`config.mk`:
```
export PLATFORM = sky130hd
export DESIGN_NAME = fpu_addsub_unit
export DESIGN_NICKNAME = d
export VERILOG_FILES = /design/src/rtl/fpu_addsub_unit.sv
export SDC_FILE = /design/constraint.sdc
export NUM_CORES = 1
export LEC_CHECK = 0
export CAP_MARGIN = 20
export CORE_MARGIN = 2
export CORE_UTILIZATION = 28
export CTS_BUF_LIST = sky130_fd_sc_hd__clkbuf_16
export DETAILED_ROUTE_END_ITERATION = 16
export GPL_TIMING_DRIVEN = 1
export MAX_ROUTING_LAYER = met4
export SLEW_MARGIN = 20
export SYNTH_ARGS = -nofsm -noshare
export SYNTH_HDL_FRONTEND = slang
export SYNTH_SLANG_ARGS = --single-unit
```
`constraint.sdc`:
```
create_clock -name clk -period 5.7 [get_ports clk]
set_input_delay 1.14 -clock clk [delete_from_list [all_inputs] [get_ports clk]]
set_output_delay 1.14 -clock clk [all_outputs]
set_load 0.05 [all_outputs]
```
`src/rtl/fpu_addsub_unit.sv`:
```
// Single-precision floating-point add/subtract unit (Compare -> Operate -> Align).
// Latency: done pulses 4 cycles after the start edge; one operation per 4 cycles.
// Backpressure: busy stalls the issuing pipeline; start while busy is dropped, no queueing.
// Ports: clk/reset_n (sync, active-low); start/op/a/b/dst request;
//        busy, done pulse, result (IEEE-754 single, truncated), result_dst.
module fpu_addsub_unit #(
    parameter int MNT_W     = 24,
    parameter int SHIFT_SAT = 25
) (
    input  logic        clk,
    input  logic        reset_n,
    input  logic        start,
    input  logic        op,
    input  logic [31:0] a,
    input  logic [31:0] b,
    input  logic [4:0]  dst,
    output logic        busy,
    output logic        done,
    output logic [31:0] result,
    output logic [4:0]  result_dst
);
    localparam int       FRC_W = MNT_W - 1;
    localparam logic [7:0] SAT8 = 8'(SHIFT_SAT);

    typedef enum logic [2:0] {
        S_IDLE, S_COMPARE, S_OPERATE, S_ALIGN, S_DONE
    } state_t;

    state_t           state_q, state_d;
    logic [31:0]      a_q, a_d, b_q, b_d;
    logic [4:0]       dst_q, dst_d;
    logic             spec_vld_q, spec_vld_d;
    logic [31:0]      spec_val_q, spec_val_d;
    logic             sign_q, sign_d;
    logic [7:0]       exp_q, exp_d;
    logic [MNT_W-1:0] gt_mnt_q, gt_mnt_d, lt_mnt_q, lt_mnt_d;
    logic [7:0]       e_dif_q, e_dif_d;
    logic             eff_sub_q, eff_sub_d;
    logic [MNT_W:0]   sum_q, sum_d;
    logic [31:0]      result_q, result_d;
    logic [4:0]       result_dst_q, result_dst_d;

    // Compare-stage helpers
    logic             a_ge_b;
    logic [31:0]      gt_op, lt_op;
    logic             a_zero, b_zero;
    // Operate-stage helpers
    logic [MNT_W-1:0] lt_sh;
    // Align-stage helpers
    logic [4:0]       lzc;
    logic signed [9:0] exp_adj;
    logic [FRC_W-1:0] frac_n;
    logic [31:0]      norm_res;

    always_comb begin
        // Ties choose A since >= favours it.
        a_ge_b = a_q[30:0] >= b_q[30:0];
        gt_op  = a_ge_b ? a_q : b_q;
        lt_op  = a_ge_b ? b_q : a_q;
        a_zero = (a_q[30:23] == 8'h00);
        b_zero = (b_q[30:23] == 8'h00);

        lt_sh = (e_dif_q >= SAT8) ? '0 : (lt_mnt_q >> e_dif_q);

        // Highest set bit wins: scan upward so the last hit is the MSB.
        lzc = 5'd0;
        for (int i = 0; i < MNT_W; i++) begin
            if (sum_q[i]) lzc = 5'(MNT_W - 1 - i);
        end

        if (sum_q[MNT_W]) begin
            exp_adj = $signed({2'b00, exp_q}) + 10'sd1;
            frac_n  = sum_q[MNT_W-1:1];
        end else begin
            exp_adj = $signed({2'b00, exp_q}) - $signed({5'b00000, lzc});
            // Hidden bit lands on bit FRC_W after the shift, so only the
            // fraction bits below it need shifting.
            frac_n  = sum_q[FRC_W-1:0] << lzc;
        end

        if (sum_q == '0) begin
            norm_res = 32'h0000_0000;
        end else if (exp_adj >= 10'sd255) begin
            norm_res = {sign_q, 8'hFF, 23'h0};
        end else if (exp_adj <= 10'sd0) begin
            norm_res = {sign_q, 31'h0};
        end else begin
            norm_res = {sign_q, exp_adj[7:0], frac_n};
        end
    end

    always_comb begin
        state_d      = state_q;
        a_d          = a_q;
        b_d          = b_q;
        dst_d        = dst_q;
        spec_vld_d   = spec_vld_q;
        spec_val_d   = spec_val_q;
        sign_d       = sign_q;
        exp_d        = exp_q;
        gt_mnt_d     = gt_mnt_q;
        lt_mnt_d     = lt_mnt_q;
        e_dif_d      = e_dif_q;
        eff_sub_d    = eff_sub_q;
        sum_d        = sum_q;
        result_d     = result_q;
        result_dst_d = result_dst_q;

        unique case (state_q)
            S_IDLE, S_DONE: begin
                if (start) begin
                    a_d     = a;
                    b_d     = {b[31] ^ op, b[30:0]};
                    dst_d   = dst;
                    state_d = S_COMPARE;
                end else begin
                    state_d = S_IDLE;
                end
            end
            S_COMPARE: begin
                sign_d    = gt_op[31];
                exp_d     = gt_op[30:23];
                gt_mnt_d  = {1'b1, gt_op[22:0]};
                lt_mnt_d  = {1'b1, lt_op[22:0]};
                e_dif_d   = gt_op[30:23] - lt_op[30:23];
                eff_sub_d = gt_op[31] ^ lt_op[31];
                // Specials bypass the datapath; inf/NaN pass through, A first.
                spec_vld_d = 1'b1;
                if (a_q[30:23] == 8'hFF)      spec_val_d = a_q;
                else if (b_q[30:23] == 8'hFF) spec_val_d = b_q;
                else if (a_zero && b_zero)    spec_val_d = 32'h0000_0000;
                else if (a_zero)              spec_val_d = b_q;
                else if (b_zero)              spec_val_d = a_q;
                else begin
                    spec_vld_d = 1'b0;
                    spec_val_d = 32'h0000_0000;
                end
                state_d = S_OPERATE;
            end
            S_OPERATE: begin
                sum_d   = eff_sub_q ? ({1'b0, gt_mnt_q} - {1'b0, lt_sh})
                                    : ({1'b0, gt_mnt_q} + {1'b0, lt_sh});
                state_d = S_ALIGN;
            end
            S_ALIGN: begin
                result_d     = spec_vld_q ? spec_val_q : norm_res;
                result_dst_d = dst_q;
                state_d      = S_DONE;
            end
            default: state_d = S_IDLE;
        endcase
    end

    always_ff @(posedge clk) begin
        if (!reset_n) begin
            state_q      <= S_IDLE;
            a_q          <= '0;
            b_q          <= '0;
            dst_q        <= '0;
            spec_vld_q   <= 1'b0;
            spec_val_q   <= '0;
            sign_q       <= 1'b0;
            exp_q        <= '0;
            gt_mnt_q     <= '0;
            lt_mnt_q     <= '0;
            e_dif_q      <= '0;
            eff_sub_q    <= 1'b0;
            sum_q        <= '0;
            result_q     <= '0;
            result_dst_q <= '0;
        end else begin
            state_q      <= state_d;
            a_q          <= a_d;
            b_q          <= b_d;
            dst_q        <= dst_d;
            spec_vld_q   <= spec_vld_d;
            spec_val_q   <= spec_val_d;
            sign_q       <= sign_d;
            exp_q        <= exp_d;
            gt_mnt_q     <= gt_mnt_d;
            lt_mnt_q     <= lt_mnt_d;
            e_dif_q      <= e_dif_d;
            eff_sub_q    <= eff_sub_d;
            sum_q        <= sum_d;
            result_q     <= result_d;
            result_dst_q <= result_dst_d;
        end
    end

    assign busy       = (state_q == S_COMPARE) || (state_q == S_OPERATE) || (state_q == S_ALIGN);
    assign done       = (state_q == S_DONE);
    assign result     = result_q;
    assign result_dst = result_dst_q;

endmodule

```
==> flow_summary.json <==
{
  "finalHoldViolCount": 0,
  "grt_max_degree": 121,
  "worst_slack_ns": 0.373,
  "cts-root-buf": "clkbuf_16",
  "p_per_area_nw_per_um2": 684,
  "critPathKind": "reg2reg",
  "hp-class": "reg2reg",
  "yosysMostFrequentCell": "nand2_1",
  "h-tree-depth": 1,
  "avgSynthCellArea_um2": 7.59,
  "status": "finished, final reports clean",
  "synth_largest_area_cell": "dfxtp_1",
  "die_w_um": 240,
  "grt_setup_unrepaired": "false",
  "hold_start": "result_dst[2]",
  "clk_pin_slew_ns": 0.06,
  "die_area_um2": 57700,
  "cts_sinks": 232,
  "cts_resized": 0,
  "ctsHoldBuffers": 0,
  "viasPerCell": 5.61,
  "antenna_found_initial": 1,
  "insertion_delay_ns": 0.57,
  "power.static_leakage_nw": 6.68,
  "cts_tree": "done",
  "die_y_um": 240,
  "wirelength_um": 56600,
  "first_iter_violations": 1525,
  "cp-start-kind": "register",
  "place_ws_ns": 0.126,
  "r2r_start": "e_dif_q[7]",
  "hpwl_um": 43200,
  "drc_errors": 0,
  "async_flop_share_pct": 0,
  "drv_cap": 0,
  "fillers": 5974,
  "worstPathMaxFanout": 10,
  "synth_cells": 2056,
  "setup_viol": 0,
  "synth_warnings": 0,
  "multiInputGateArea_um2": 10000,
  "cp_data_arrival_time_ns": 5.80,
  "timing.rr.end": "sum_q[21]",
  "whs_endpoint": "result_dst[2]",
  "netlist.area_leader.share_pct": 29.7,
  "period_share_pct": 93.5,
  "tightest_slew_ns": 1.09,
  "synth_edf_count": 0,
  "post-cts-setup-buffers": 0,
  "grt_first_pass_wirelength_um": 87900,
  "core_um2": 55100,
  "grt_use_total_pct": 19.9,
  "port_buffers": 111,
  "netlist_area_um2": 15600,
  "tns_ns": 0,
  "synth_common_cells": "273 x nand2_1, 232 x dfxtp_1, 209 x nor2_1",
  "grt_overflow": 0,
  "finalClockSkew_ns": 0.0256,
  "drive_above_1_share_pct": 6.84,
  "start_util_pct": 28.3,
  "final_core_utilization_pct": 33.1,
  "period_needed_ns": 5.33,
  "timing.slew.headroom_pct": 27.3,
  "ff_latch_area_um2": 4640,
  "synth_seq_cells": 232,
  "rows": 86,
  "ant_nets": 0,
  "yosysSeqAreaShare_pct": 29.7,
  "synth_cell_types": 92,
  "io_pins": 112,
  "cts_buffer_depth": 3,
  "wire_per_inst_um": 19.8,
  "fmax_mhz": 188,
  "nNetsFinal": 2225,
  "required_ns": 6.17,
  "hold_depth": 2,
  "ir_drop_v": 0.000444,
  "yosys_most_used_dff": "dfxtp_1",
  "r2r_slack_ns": 0.37,
  "end_kind": "register",
  "syn_nets": 2195,
  "place_congestion": 0.953,
  "synth_area_leaders": "dfxtp_1 30%, nand2_1 6.6%, a21oi_1 6.5%",
  "grt_pass1_vias": 14800,
  "dr.pass1.iters": 6,
  "syn_to_final_growth_pct": 17.0,
  "vias": 16000,
  "finalMaxSlewViolations": 0,
  "r2r_cells": 17,
  "cts_buffers": 27
}
-- placed cells by master, fill, tap and decap left out, types with 16 or more instances in the layout --
| cell | synthesis | final |
|---|---|---|
| a221oi_1 | 45 | 45 |
| buf_4 | 4 | 50 |
| xnor2_1 | 18 | 18 |
| a21o_1 | 23 | 23 |
| dfxtp_1 | 232 | 232 |
| and3_1 | 19 | 19 |
| nor3_1 | 60 | 60 |
| mux2i_1 | 68 | 67 |
| o31ai_1 | 16 | 16 |
| a21oi_1 | 203 | 202 |
| nor4_1 | 16 | 16 |
| clkdlybuf4s50_1 | 0 | 111 |
| o211ai_1 | 43 | 43 |
| nand3_1 | 50 | 50 |
| o21ai_0 | 59 | 59 |
| a211oi_1 | 74 | 74 |
| nand2_1 | 273 | 272 |
| and2_1 | 27 | 26 |
| clkbuf_16 | 0 | 27 |
| a22oi_1 | 16 | 16 |
| ha_1 | 64 | 64 |
| xor2_1 | 20 | 20 |
| o22ai_1 | 28 | 28 |
| a31oi_1 | 17 | 17 |
| nor2_1 | 209 | 208 |
| nand4_1 | 17 | 17 |
| inv_1 | 70 | 74 |
-- layer usage --
layer  routed length, um  part of all wire [%]  vias to the layer above  global-route usage [%]
li1                    -                     -                     7641                       -
met4                1450                   2.6                        0                    5.12
met1               26500                    47                     7641                    27.7
met3                3890                   6.9                       98                    2.69
met5                   0                     0                        -                       -
met2               24700                    44                      625                    30.1
-- layout make-up --
type / count / share of cell area (%)
timing repair buffer: 162 / 8.25
antenna: 1 / 0.0137
inverter: 74 / 1.55
clock inverter: 20 / 0.945
multi-input combinational: 1589 / 55.0
tap: 748 / 5.12
sequential: 232 / 25.4
clock buffer: 27 / 3.70
-- worst max-delay path, cell delays in order (launching register included) --
cell	delay (ns)
dfxtp_1	0.43
nor3_1	0.64
a32o_1	0.40
nor2_1	0.08
o32ai_1	0.48
o31a_1	0.44
and2_1	0.20
xnor2_1	0.16
ha_1	0.31
o21ai_0	0.09
a21oi_1	0.12
o41ai_2	0.36
a21oi_1	0.19
a221oi_1	0.46
o211ai_1	0.21
a31oi_1	0.22
mux2_2	0.36
o31ai_1	0.06
-- metrics by stage --
| step | cells | power (mW) | hold WS (ns) | instance area, um^2 |
|---|---|---|---|---|
| final | 2853 | 12.5 | 0.454 | 18300 |
| after global routing | 2853 | 13.3 | 0.474 | 18300 |
| after CTS | 2852 | 12.3 | 0.456 | 18200 |
| after detailed placement | 2805 | 10.6 | 0.447 | 17400 |
| after global placement | 2805 | 10.7 | 0.442 | 17400 |
| after floorplan | 2056 | 8.23 | 0.432 | 15600 |
-- worst max path at each step --
stage	from	end	slack, ns	cells past startpoint
2_1_floorplan	e_dif_q[7]	sum_q[21]	0.93	24
3_3_place_gp	e_dif_q[0]	sum_q[21]	0.16	19
3_5_place_dp	e_dif_q[0]	sum_q[21]	0.13	19
4_1_cts	e_dif_q[0]	sum_q[21]	0.08	19
5_1_grt	e_dif_q[7]	sum_q[20]	0.008	19
6_report	e_dif_q[7]	sum_q[21]	0.37	17
-- flip-flops by register name, summed over array words and instances, names as in the netlist, 3 cells and up --
name        count
result_dst      5
lt_mnt_q       23
dst_q           5
exp_q           8
sum_q          25
result         32
e_dif_q         8
b_q            32
spec_val_q     32
gt_mnt_q       24
state_q         3
a_q            32
-- report_power, final --
group | total, mW | switching [mW] | internal [mW]
clock network | 1.68 | 0.726 | 0.954
registers | 2.18 | 0.332 | 1.84
logic | 8.63 | 5.43 | 3.20
total | 12.5 | 6.49 | 5.99
-- logic make-up (layout without fill, tap and decap cells) --
logic type               count (synthesis)  count (layout)  synth area share [%]
other                                    0               1                     0
multiplexers                            89              89                  6.32
AO/OA/AOI/OAI                          654             654                  28.4
XOR/XNOR                                38              38                  2.13
adder cells (fa/ha/maj)                 66              66                  5.38
AND/OR/NAND/NOR                        742             742                  21.7
flip-flops                             232             232                  29.7
buffers and inverters                  235             283                  6.24
No activity file was read; power rests on OpenSTA's default activity.
